`src/rtl/program_loader_pkg.sv`:
```
// program_loader_pkg
//   Shared definitions for the program loader: FSM state encoding, stream
//   framing constants and the per-state status flag decode.
//   Used by program_loader and ByteAssembler32b.
//   No ports (package).
package program_loader_pkg;

  typedef enum logic [2:0] {
    IDLE   = 3'd0,
    HEADER = 3'd1,
    DATA   = 3'd2,
    WRITE  = 3'd3,
    CHECK  = 3'd4,
    DONE   = 3'd5,
    ERROR  = 3'd6
  } loaderState_t;

  // Bytes in the little-endian word-count header and in each data word.
  localparam int unsigned HEADER_BYTES = 4;
  localparam int unsigned WORD_BYTES   = 4;

  // Status outputs that are a pure function of the FSM state.
  typedef struct packed {
    logic byteReady;
    logic cpuRst;
    logic done;
    logic error;
  } statusFlags_t;

  // Flag values to be registered alongside a transition into 'state'.
  function automatic statusFlags_t flagsFor(input loaderState_t state);
    statusFlags_t flags;
    flags.byteReady = (state == HEADER) || (state == DATA) || (state == CHECK);
    flags.cpuRst    = (state != DONE);
    flags.done      = (state == DONE);
    flags.error     = (state == ERROR);
    return flags;
  endfunction

endpackage

```
`src/rtl/program_loader_ByteAssembler32b.sv`:
```
// ByteAssembler32b
//   Collects bytes into a 32-bit little-endian word. The first byte of a word
//   lands in bits [7:0]. wordDone pulses in the cycle the final byte is
//   accepted, with the complete word presented on 'word' in that same cycle.
// Ports:
//   clk, rst       clock, asynchronous active-low reset
//   clear          drop any partial word (start of a new load)
//   byteStrobe     a byte is accepted this cycle
//   byteIn         the accepted byte
//   lastIndex      index of the final byte of the current unit (length - 1)
//   word           assembled word including the byte accepted this cycle
//   wordDone       final byte of the unit accepted this cycle
module ByteAssembler32b
  import program_loader_pkg::*;
(
  input  logic        clk,
  input  logic        rst,
  input  logic        clear,
  input  logic        byteStrobe,
  input  logic [7:0]  byteIn,
  input  logic [1:0]  lastIndex,
  output logic [31:0] word,
  output logic        wordDone
);

  logic [31:0] shiftR;
  logic [1:0]  countR;

  // Bytes shift in from the top so the earliest byte ends up least significant.
  assign word     = {byteIn, shiftR[31:8]};
  assign wordDone = byteStrobe && (countR == lastIndex);

  // Shift register and byte counter; stalls hold both untouched.
  always_ff @(posedge clk or negedge rst) begin
    if (!rst) begin
      shiftR <= 32'h0000_0000;
      countR <= 2'd0;
    end else if (clear) begin
      shiftR <= 32'h0000_0000;
      countR <= 2'd0;
    end else if (byteStrobe) begin
      shiftR <= {byteIn, shiftR[31:8]};
      countR <= wordDone ? 2'd0 : countR + 2'd1;
    end
  end

endmodule

```
`src/rtl/program_loader.sv`:
```
// program_loader
//   Loads a program image from a byte stream into a word memory while holding
//   the downstream CPU in reset. Stream: 4-byte LE word count N, then N LE
//   data words. Words are written to BASE_ADDR + 4*index.
//   Optional feature macro PROGRAM_LOADER_CHECKSUM_EN: a trailing LE checksum
//   word (XOR of all data words) is checked before releasing the CPU.
// Parameters:
//   ADDR_WIDTH     word-address width of the target memory (2^ADDR_WIDTH words)
//   BASE_ADDR      byte address of the first loaded word
// Ports:
//   clk, rst       clock, asynchronous active-low reset
//   start          one-cycle pulse starting a load (IDLE/DONE/ERROR only)
//   byteIn         stream byte, byteValid qualifies it, byteReady accepts it
//   memAddress     word-aligned byte address of the memory write
//   memWriteEnable memory write strobe (one cycle per word)
//   memWriteData   memory write data
//   cpuRst         active-high CPU hold, released only in DONE
//   done, error    terminal status flags
module program_loader
  import program_loader_pkg::*;
#(
  parameter int unsigned ADDR_WIDTH = 10,
  parameter logic [31:0] BASE_ADDR  = 32'h0000_0000
) (
  input  logic        clk,
  input  logic        rst,
  input  logic        start,
  input  logic [7:0]  byteIn,
  input  logic        byteValid,
  output logic        byteReady,
  output logic [31:0] memAddress,
  output logic        memWriteEnable,
  output logic [31:0] memWriteData,
  output logic        cpuRst,
  output logic        done,
  output logic        error
);

  localparam logic [32:0]         MAX_WORDS = 33'd1 << ADDR_WIDTH;
  localparam logic [ADDR_WIDTH:0] INDEX_ONE = {{ADDR_WIDTH{1'b0}}, 1'b1};

  loaderState_t        stateR;
  statusFlags_t        flagsR;
  logic [ADDR_WIDTH:0] indexR;
  logic [ADDR_WIDTH:0] wordCountR;
  logic [ADDR_WIDTH:0] nextIndexS;
  logic [31:0]         writeAddrS;
  logic [31:0]         asmWordS;
  logic                asmDoneS;
  logic                byteFireS;
  logic                restartS;
  logic [1:0]          lastIndexS;
`ifdef PROGRAM_LOADER_CHECKSUM_EN
  logic [31:0]         xorR;
`endif

  assign byteFireS  = byteValid && flagsR.byteReady;
  assign restartS   = start && ((stateR == IDLE) || (stateR == DONE) || (stateR == ERROR));
  assign lastIndexS = (stateR == HEADER) ? 2'(HEADER_BYTES - 1) : 2'(WORD_BYTES - 1);
  // index never exceeds N <= 2^ADDR_WIDTH, so the +1 cannot overflow.
  assign nextIndexS = indexR + INDEX_ONE;
  assign writeAddrS = BASE_ADDR + 32'({indexR, 2'b00});

  assign byteReady = flagsR.byteReady;
  assign cpuRst    = flagsR.cpuRst;
  assign done      = flagsR.done;
  assign error     = flagsR.error;

  ByteAssembler32b u_assembler (
    .clk        (clk),
    .rst        (rst),
    .clear      (restartS),
    .byteStrobe (byteFireS),
    .byteIn     (byteIn),
    .lastIndex  (lastIndexS),
    .word       (asmWordS),
    .wordDone   (asmDoneS)
  );

  // Load FSM; status flags and memory port are registered with each transition.
  always_ff @(posedge clk or negedge rst) begin
    if (!rst) begin
      stateR         <= IDLE;
      flagsR         <= flagsFor(IDLE);
      indexR         <= {(ADDR_WIDTH + 1){1'b0}};
      wordCountR     <= {(ADDR_WIDTH + 1){1'b0}};
      memAddress     <= 32'h0000_0000;
      memWriteData   <= 32'h0000_0000;
      memWriteEnable <= 1'b0;
`ifdef PROGRAM_LOADER_CHECKSUM_EN
      xorR           <= 32'h0000_0000;
`endif
    end else begin
      case (stateR)
        IDLE, DONE, ERROR: begin
          if (start) begin
            stateR <= HEADER;
            flagsR <= flagsFor(HEADER);
            indexR <= {(ADDR_WIDTH + 1){1'b0}};
`ifdef PROGRAM_LOADER_CHECKSUM_EN
            xorR   <= 32'h0000_0000;
`endif
          end
        end
        HEADER: begin
          if (asmDoneS) begin
            wordCountR <= asmWordS[ADDR_WIDTH:0];
            if (asmWordS == 32'h0000_0000) begin
`ifdef PROGRAM_LOADER_CHECKSUM_EN
              // An empty image still carries a checksum word, expected zero.
              stateR <= CHECK;
              flagsR <= flagsFor(CHECK);
`else
              stateR <= DONE;
              flagsR <= flagsFor(DONE);
`endif
            end else if ({1'b0, asmWordS} > MAX_WORDS) begin
              stateR <= ERROR;
              flagsR <= flagsFor(ERROR);
            end else begin
              stateR <= DATA;
              flagsR <= flagsFor(DATA);
            end
          end
        end
        DATA: begin
          if (asmDoneS) begin
            stateR         <= WRITE;
            flagsR         <= flagsFor(WRITE);
            memWriteEnable <= 1'b1;
            memWriteData   <= asmWordS;
            memAddress     <= writeAddrS;
`ifdef PROGRAM_LOADER_CHECKSUM_EN
            xorR           <= xorR ^ asmWordS;
`endif
          end
        end
        WRITE: begin
          memWriteEnable <= 1'b0;
          indexR         <= nextIndexS;
          if (nextIndexS < wordCountR) begin
            stateR <= DATA;
            flagsR <= flagsFor(DATA);
          end else begin
`ifdef PROGRAM_LOADER_CHECKSUM_EN
            stateR <= CHECK;
            flagsR <= flagsFor(CHECK);
`else
            stateR <= DONE;
            flagsR <= flagsFor(DONE);
`endif
          end
        end
`ifdef PROGRAM_LOADER_CHECKSUM_EN
        CHECK: begin
          if (asmDoneS) begin
            if (asmWordS == xorR) begin
              stateR <= DONE;
              flagsR <= flagsFor(DONE);
            end else begin
              stateR <= ERROR;
              flagsR <= flagsFor(ERROR);
            end
          end
        end
`endif
        default: begin
          stateR         <= IDLE;
          flagsR         <= flagsFor(IDLE);
          memWriteEnable <= 1'b0;
        end
      endcase
    end
  end

endmodule

```
`config.mk`:
```
export PLATFORM = sky130hd
export DESIGN_NAME = program_loader
export DESIGN_NICKNAME = d
export VERILOG_FILES = /design/src/rtl/program_loader_pkg.sv /design/src/rtl/program_loader_ByteAssembler32b.sv /design/src/rtl/program_loader.sv
export SDC_FILE = /design/constraint.sdc
export NUM_CORES = 1
export LEC_CHECK = 0
export ABC_AREA = 1
export CORE_ASPECT_RATIO = 2
export CORE_MARGIN = 8
export CORE_UTILIZATION = 40
export DETAILED_ROUTE_END_ITERATION = 8
export DONT_BUFFER_PORTS = 1
export HOLD_SLACK_MARGIN = 0.02
export PLACE_DENSITY = 0.56
export SLEW_MARGIN = 15
export SYNTH_ARGS = -nofsm -noshare
export SYNTH_HDL_FRONTEND = slang
export SYNTH_SLANG_ARGS = --single-unit
export TNS_END_PERCENT = 10
```
`constraint.sdc`:
```
create_clock -name clk -period 2.05 [get_ports clk]
set_input_delay 0.3075 -clock clk [delete_from_list [all_inputs] [get_ports clk]]
set_output_delay 0.3075 -clock clk [all_outputs]
set_load 0.02 [all_outputs]
```
==> reports/qor.yml, run 1 <==
setup_path:
  worst_ep_arrival_time_ns: 2.54
  crit_slowest_cell: "dfrtp_1"
  criticalPathCategory: "reg -> reg"
  cp-end-kind: "register"
  cpPeakStageDelay_ns: 0.36
  reg2reg_depth: 21
  worstPathMaxFanout: 3
  crit_path_start_kind: "register"
  path_common_cell: "nand2_1"
  required_ns: 2.29
  path_cells: "buf_6, ha_4, nand3_4, nor2_4, nand3_2, nor2_2, nand2_1, nand2_2, inv_2, ha_4, nand2_2, inv_2, nand2_2, nor2_1, nand2_1, nand3_2, nor2_4, nor2_1, nand2_1, nand2_1, nand2_1"
sta:
  final_max_slew_viol_count: 0
  worst_clock_skew_ns: 0.00491
  rsz0062_at_grt: "yes"
  finalCritPeriodShare: 1.12
  fmax_ghz: 0.434
  hold_slack_ns: -0.345
  fin_ws_ns: -0.252
  hold_viol: 99
  setup_viol: 6
  finalCriticalPeriod_ns: 2.30
worst_hold_path:
  hold_class: "in -> async"
clock_network:
  insertion_delay_ns: 0.34
  clkTransAtPathRegs_ns: 0.06
  cts_tree: "yes"
  cts_max_level: 3
  clock_path_buffers: 2
  clock_sinks: 99
  numCtsBuffers: 9
  root_buffer: "clkbuf_16"
die:
  io_pins: 81
  die-area_um2: 15400
  coreArea_um2: 11300
  rows: 55
  start_util: 0.408
  dieWidth_um: 91.9
  die_y_um: 168
detailed_routing:
  dr.pass1.iters: 4
  viasPerCell: 4.88
  detail_route.wl_per_cell_um: 16.0
  vias: 3489
  drt-initial-drc-count: 143
  drt-total-wl_um: 11400
  final_antenna_net_count: 0
  drc: 0
run_status:
  status: "finished with violations"
  violations: "hold timing, setup timing"
synth:
  synth-edff-count: 0
  synth-simple-area-share: 0.187
  yosysWarnings: 0
  ys_ff_latch: 99
  yosys.area.top_type_share: 0.533
  yosys-mux-area-fraction: 0.00979
  synth-adder-area-share: 0.0326
  synthTopCellsByCount: "116 x nand2_1, 98 x dfrtp_1, 71 x inv_1"
  ys_seq_area_frac: 0.538
  ys.flop_type: "dfrtp_1"
  synth_area_leaders: "dfrtp_1 53%, nand2_1 9.5%, inv_1 5.8%"
  synth_cells: 540
  yosys.cell_types.count: 31
  synth_most_common_cell: "nand2_1"
  synthXorXnorAreaFrac: 0.00381
  synth_compound_gate_area_share: 0.115
  async_reset_ff_frac: 1.00
  post-synth-top-area-cell: "dfrtp_1"
  avgSynthCellArea_um2: 8.52
  syn_area_um2: 4600
  synth_top_family_by_area: "simple AND/OR/NAND/NOR gates"
place:
  placed_area_um2: 4930
  dp_hpwl_um: 8490
  dpl_worst_slack_ns: -0.291
  numPortBuffers: 0
  globalplace.congestion: 0.881
pwr:
  peakVddDrop_uv: 600
  pwr_density_cell_nw_per_um2: 1150
  p_int_mw: 3.93
  leakage_nw: 2.56
  power.total_mw: 6.15
  p_seq_frac: 0.416
  comb_power_share: 0.296
  clkPwrFrac: 0.288
  netSwitchingPower_mw: 2.23
  swShare: 0.362
grt:
  grt_max_degree: 100
  grt_pass1_wl_um: 18800
  grt-ovfl-total: 0
  grt_pass1_vias: 3632
  track_usage: 0.154
  antenna_found_initial: 0
layout:
  area.sequential_um2: 2480
  antenna_cells: 0
  nNetsFinal: 594
  fin_area_um2: 5350
  drive_gt1_frac: 0.155
  multi_input_area_um2: 1790
  area_growth_pct: 16.1
  fillers: 1109
run:
  drv_cap: 0
-- path summary, 6_finish.rpt --
path | to | slack [ns] | startpoint
max in group asynchronous | cpuRst | 2.16 | rst
hold / removal | memWriteData[5] | -0.34 | rst
setup reg to reg | stateR[1] | -0.25 | indexR[1]
min in group clk | u_assembler.countR[0] | 0.05 | start
hold reg to reg | wordCountR[6] | 0.48 | wordCountR[6]
setup / recovery | stateR[1] | -0.25 | indexR[1]
-- cell families (layout without fill, tap and decap cells) --
kind of cell,count (synthesis),after routing
adders and majority gates,12,12
AOI/OAI and AO/OA,103,103
muxes,4,4
other,1,21
buffers and inverters,115,128
DFF,99,99
xor gates and xnor gates,2,2
and+or+nand+nor,204,204
-- power by group through the flow --
stage          combinational (mW)  clock, mW  sequential [mW]
2_1_floorplan                1.27          0             2.54
3_3_place_gp                 1.73          0             2.59
3_5_place_dp                 1.76          0             2.60
4_1_cts                      1.86       1.81             2.57
5_1_grt                      2.06       1.89             2.60
6_report                     1.82       1.77             2.56
-- sequential cells by signal, summed over array words and instances (netlist names) --
name                cells
memAddress             11
cpuRst                  1
indexR                 11
wordCountR             11
done                    1
error                   1
byteReady               1
u_assembler.shiftR     24
memWriteEnable          1
stateR                  3
memWriteData           32
u_assembler.countR      2
-- critical path, delay by kind of cell (launching register included) --
family / cells / cell delay, ns
simple gates: 16 / 1.23
fa+ha+maj: 2 / 0.41
flops: 1 / 0.36
buf+inv: 3 / 0.20
-- layout by cell type, fill, tap and decap left out --
| master | count |
|---|---|
| a211oi_1 | 1 |
| a21o_1 | 1 |
| a21oi_1 | 5 |
| and2_1 | 1 |
| buf_12 | 1 |
| buf_4 | 37 |
| buf_6 | 1 |
| bufinv_16 | 2 |
| clkbuf_16 | 9 |
| clkinv_2 | 1 |
| clkinvlp_4 | 2 |
| conb_1 | 21 |
| dfrtp_1 | 97 |
| dfrtp_2 | 1 |
| dfstp_2 | 1 |
| ha_1 | 10 |
| ha_4 | 2 |
| inv_1 | 69 |
| inv_2 | 6 |
| mux2_2 | 4 |
| nand2_1 | 108 |
| nand2_2 | 8 |
| nand3_1 | 36 |
| nand3_2 | 3 |
| nand3_4 | 1 |
| nand4_1 | 5 |
| nor2_1 | 28 |
| nor2_2 | 3 |
| nor2_4 | 3 |
| nor2b_1 | 1 |
| nor3_1 | 2 |
| nor3_4 | 1 |
| nor4_2 | 2 |
| o21ai_0 | 35 |
| o21ai_1 | 55 |
| o22ai_1 | 6 |
| or2_1 | 1 |
| or2_2 | 1 |
| xor2_1 | 2 |
-- area by class of cell --
type	instances	area share
sequential	99	0.464
multi-input combinational	346	0.335
timing repair buffer	39	0.0578
inverter	75	0.0527
clock buffer	9	0.0421
tap	142	0.0332
clock inverter	5	0.0150
-- repair_timing --
| item | in CTS | in global routing |
|---|---|---|
| endpoints found under the hold margin | 99 | 99 |
| gates resized for setup | 15 | 10 |
| setup endpoints to repair | 6 | 6 |
| buffers inserted | 3 | 0 |
| pin swaps | 6 | 17 |
-- through the flow --
stage	hold WS [ns]	TNS, ns	util	instances
2_1_floorplan	0.0119	-0.152	-	560
3_3_place_gp	0.0175	-1.18	0.437	698
3_5_place_dp	0.0184	-1.64	0.437	698
4_1_cts	-0.350	-1.32	0.472	715
5_1_grt	-0.361	-2.26	0.474	715
6_report	-0.345	-1.21	0.474	715
-- routing by layer --
layer  GRT usage  share of wire  vias up
met1       0.154           0.36     1650
met2       0.288           0.57       75
li1            -              -     1752
met5           0              0        -
met3      0.0448          0.060       12
met4      0.0537          0.014        0
Power figures use the tool's default switching activity.
==> run 2: changes to the inputs <==
Settings changed: CORE_UTILIZATION 40 to 57, PLACE_DENSITY 0.56 to 0.75, SYNTH_HIERARCHICAL set to 1.
==> reports/qor.yml, run 2 <==
sta:
  rsz0062_at_grt: "yes"  # unchanged
  hold_slack_ns: -0.344  # was -0.345 ns
  final_max_slew_viol_count: 0  # unchanged
  hold_viol: 99  # unchanged
  worst_clock_skew_ns: 0.00387  # was 0.00491 ns
  finalCritPeriodShare: 1.12  # about the same
  fmax_ghz: 0.434  # about the same
  setup_viol: 6  # unchanged
  finalCriticalPeriod_ns: 2.30  # about the same
  fin_ws_ns: -0.252  # about the same
setup_path:
  reg2reg_depth: 16  # was 21
  crit_path_start_kind: "register"  # unchanged
  criticalPathCategory: "reg -> reg"  # unchanged
  reg2reg_to: "done"  # was stateR[1]
  worstPathMaxFanout: 3  # unchanged
  ff2ff_setup_slack_ns: -0.25  # about the same
  endpoint: "done"  # was stateR[1]
  worst_ep_arrival_time_ns: 2.54  # about the same
  crit_path_start: "indexR[3]"  # was indexR[1]
  required_ns: 2.29  # about the same
  cp-end-kind: "register"  # unchanged
  reg2reg_from: "indexR[3]"  # was indexR[1]
clock_network:
  cts_max_level: 3  # unchanged
  insertion_delay_ns: 0.34  # about the same
  cts_tree: "yes"  # unchanged
  clkTransAtPathRegs_ns: 0.06  # about the same
  numCtsBuffers: 9  # unchanged
  root_buffer: "clkbuf_16"  # unchanged
  clock_path_buffers: 2  # unchanged
  clock_sinks: 99  # unchanged
synth:
  synth_cells: 586  # was 540
  ys_ff_latch: 99  # unchanged
  ys.flop_type: "dfrtp_1"  # unchanged
  synth_most_common_cell: "nand2_1"  # unchanged
  async_reset_ff_frac: 1.00  # unchanged
  synth-edff-count: 0  # unchanged
  avgSynthCellArea_um2: 8.44  # was 8.52 um^2
  yosys.cell_types.count: 35  # was 31
  post-synth-top-area-cell: "dfrtp_1"  # unchanged
  syn_area_um2: 4950  # was 4600 um^2
  yosys.area.top_type_share: 0.496  # was 0.533
  yosysWarnings: 6  # was 0
  synth_area_leaders: "dfrtp_1 50%, nand2_1 11%, o21ai_0 7.0%"  # was dfrtp_1 53%, nand2_1 9.5%, inv_1 5.8%
  synthTopCellsByCount: "147 x nand2_1, 98 x dfrtp_1, 83 x inv_1"  # was 116 x nand2_1, 98 x dfrtp_1, 71 x inv_1
  ys_seq_area_frac: 0.501  # was 0.538
pwr:
  swShare: 0.421  # was 0.362
  clkPwrFrac: 0.222  # was 0.288
  netSwitchingPower_mw: 3.23  # was 2.23 mW
  p_int_mw: 4.45  # was 3.93 mW
  pwr_density_cell_nw_per_um2: 1390  # was 1150 nW/um^2
  comb_power_share: 0.360  # was 0.296
  peakVddDrop_uv: 1030  # was 600 uV
  p_seq_frac: 0.418  # was 0.416
  leakage_nw: 2.76  # was 2.56 nW
detailed_routing:
  final_antenna_net_count: 0  # unchanged
  dr.pass1.iters: 4  # unchanged
  drt-initial-drc-count: 218  # was 143
  vias: 3705  # was 3,489
  viasPerCell: 5.28  # was 4.88
  drc: 0  # unchanged
  routed-wl-met2_um: 6410  # was 6500 um
  detail_route.wl_per_cell_um: 16.0  # about the same
  wl_met3_um: 610  # was 684 um
  highest_layer: "met4"  # unchanged
  drt-total-wl_um: 11200  # was 11,400 um
  routedLengthMet1_um: 3920  # was 4070 um
grt:
  antenna_found_initial: 0  # unchanged
  grt_pass1_vias: 3645  # was 3,632
  grt_max_degree: 100  # unchanged
  track_usage: 0.182  # was 0.154
  grt_pass1_wl_um: 17200  # was 18,800 um
  grt-ovfl-total: 0  # unchanged
place:
  dp_hpwl_um: 8120  # was 8490 um
  dpl_worst_slack_ns: -0.277  # was -0.291 ns
  globalplace.congestion: 0.838  # was 0.881
  numPortBuffers: 0  # unchanged
layout:
  nNetsFinal: 621  # was 594
  fillers: 698  # was 1,109
  largest_register: "memWriteData"  # unchanged
  multi_input_area_um2: 2110  # was 1790 um^2
  area_growth_pct: 11.9  # was 16.1%
  final_common_cell: "nand2_1"  # unchanged
  antenna_cells: 0  # unchanged
  drive_gt1_frac: 0.196  # was 0.155
  fin_util: 0.649  # was 0.474
  mostFrequentLayoutCells: "137 x nand2_1, 97 x dfrtp_1, 80 x inv_1"  # was 108 x nand2_1, 97 x dfrtp_1, 69 x inv_1
  area.sequential_um2: 2480  # unchanged
  reg_top3: "memWriteData (32), u_assembler/shiftR (24)"  # was memWriteData (32), u_assembler.shiftR (24)
  largest_reg_flops: 32  # unchanged
run:
  drv_cap: 0  # unchanged
worst_hold_path:
  hold_class: "in -> async"  # unchanged
die:
  rows: 48  # was 55
  dieWidth_um: 81.9  # was 91.9 um
  start_util: 0.580  # was 0.408
  coreArea_um2: 8530  # was 11,300 um^2
  io_pins: 81  # unchanged
  die-area_um2: 12100  # was 15,400 um^2
  die_y_um: 148  # was 168 um
run_status:
  violations: "hold timing, setup timing"  # unchanged
  status: "finished with violations"  # unchanged
## run 2: cell types whose count changed in the layout (fill, tap and decap cells not counted), moves of 5 or more
cell / change
o22ai_2: +8
o21ai_1: -53
nand3_1: -11
nand2_1: +29
inv_1: +11
ha_1: -5
inv_2: +5
buf_4: -17
nand2_2: +5
o21ai_2: +5
o21ai_0: +33
## run 2: cells by family after synthesis
logic type / after synthesis / share of synthesized area
and+or+nand+nor: 238 / 0.205
buffers and inverters: 134 / 0.130
DFF: 99 / 0.501
AOI/OAI and AO/OA: 94 / 0.116
adders and majority gates: 11 / 0.0278
muxes: 5 / 0.0137
xor gates and xnor gates: 3 / 0.00531
other: 2 / 0.00152
## run 2: power by group through the flow
| stage | sequential [mW] | clock [mW] | combinational, mW |
|---|---|---|---|
| 2_1_floorplan | 3.12 | 0 | 1.99 |
| 3_5_place_dp | 3.25 | 0 | 2.48 |
| 4_1_cts | 3.22 | 1.71 | 2.51 |
| 5_1_grt | 3.28 | 1.78 | 3.10 |
| 3_3_place_gp | 3.22 | 0 | 2.41 |
| 6_report | 3.21 | 1.71 | 2.76 |
## run 2: layer usage
layer | global-route usage | up-vias
li1 | - | 1806
met1 | 0.190 | 1788
met2 | 0.331 | 87
met3 | 0.0335 | 24
met4 | 0.0841 | 0
met5 | 0 | -
## run 2: what timing repair did
| item | in CTS | in global routing |
|---|---|---|
| setup endpoints to repair | 6 | 16 |
| buffers inserted | 2 | 4 |
| hold endpoints to repair | 99 | 99 |
| pin swaps | 3 | 26 |
| resized for setup | 4 | 41 |
## run 2: final cells by class
class / count / share of cell area
clock buffer: 10 / 0.0432
clock inverter: 5 / 0.0111
inverter: 91 / 0.0617
multi-input combinational: 375 / 0.381
sequential: 99 / 0.448
tap: 100 / 0.0226
timing repair buffer: 22 / 0.0328
## run 2: how the worst min path moves through the flow
stage               startpoint  depth (start not counted)                     to  slack (ns)
finish                     rst                          0              indexR[0]       -0.34
global route               rst                          0          wordCountR[1]       -0.35
CTS                        rst                          0  u_assembler/countR[0]       -0.35
detailed placement         rst                          0          memAddress[3]        0.02
global placement           rst                          0          memAddress[3]        0.02
floorplan                  rst                          0              byteReady        0.01
## run 2: critical path, cell delays in order, from the launching register on
cell	delay (ns)
dfrtp_1	0.40
nand2_2	0.10
nor3_4	0.21
nand3_2	0.14
buf_6	0.15
o21ai_2	0.09
nand2_1	0.09
inv_2	0.08
ha_4	0.21
a21oi_2	0.17
nor2_2	0.05
nor2_2	0.13
nand3_2	0.10
nor2_2	0.11
nor2_2	0.06
nand2_1	0.05
nand2_1	0.04
## run 2: through the flow
| stage | instances | cell area (um^2) | hold WS, ns | setup TNS, ns | total power, mW |
|---|---|---|---|---|---|
| after global routing | 702 | 5530 | -0.353 | -2.42 | 8.16 |
| final | 702 | 5530 | -0.344 | -1.43 | 7.68 |
| after global placement | 681 | 4990 | 0.0163 | -1.01 | 5.63 |
| after CTS | 698 | 5330 | -0.347 | -1.34 | 7.44 |
| after detailed placement | 681 | 4990 | 0.0164 | -1.47 | 5.73 |
| after floorplan | 608 | 5040 | 0.0119 | -0.258 | 5.11 |
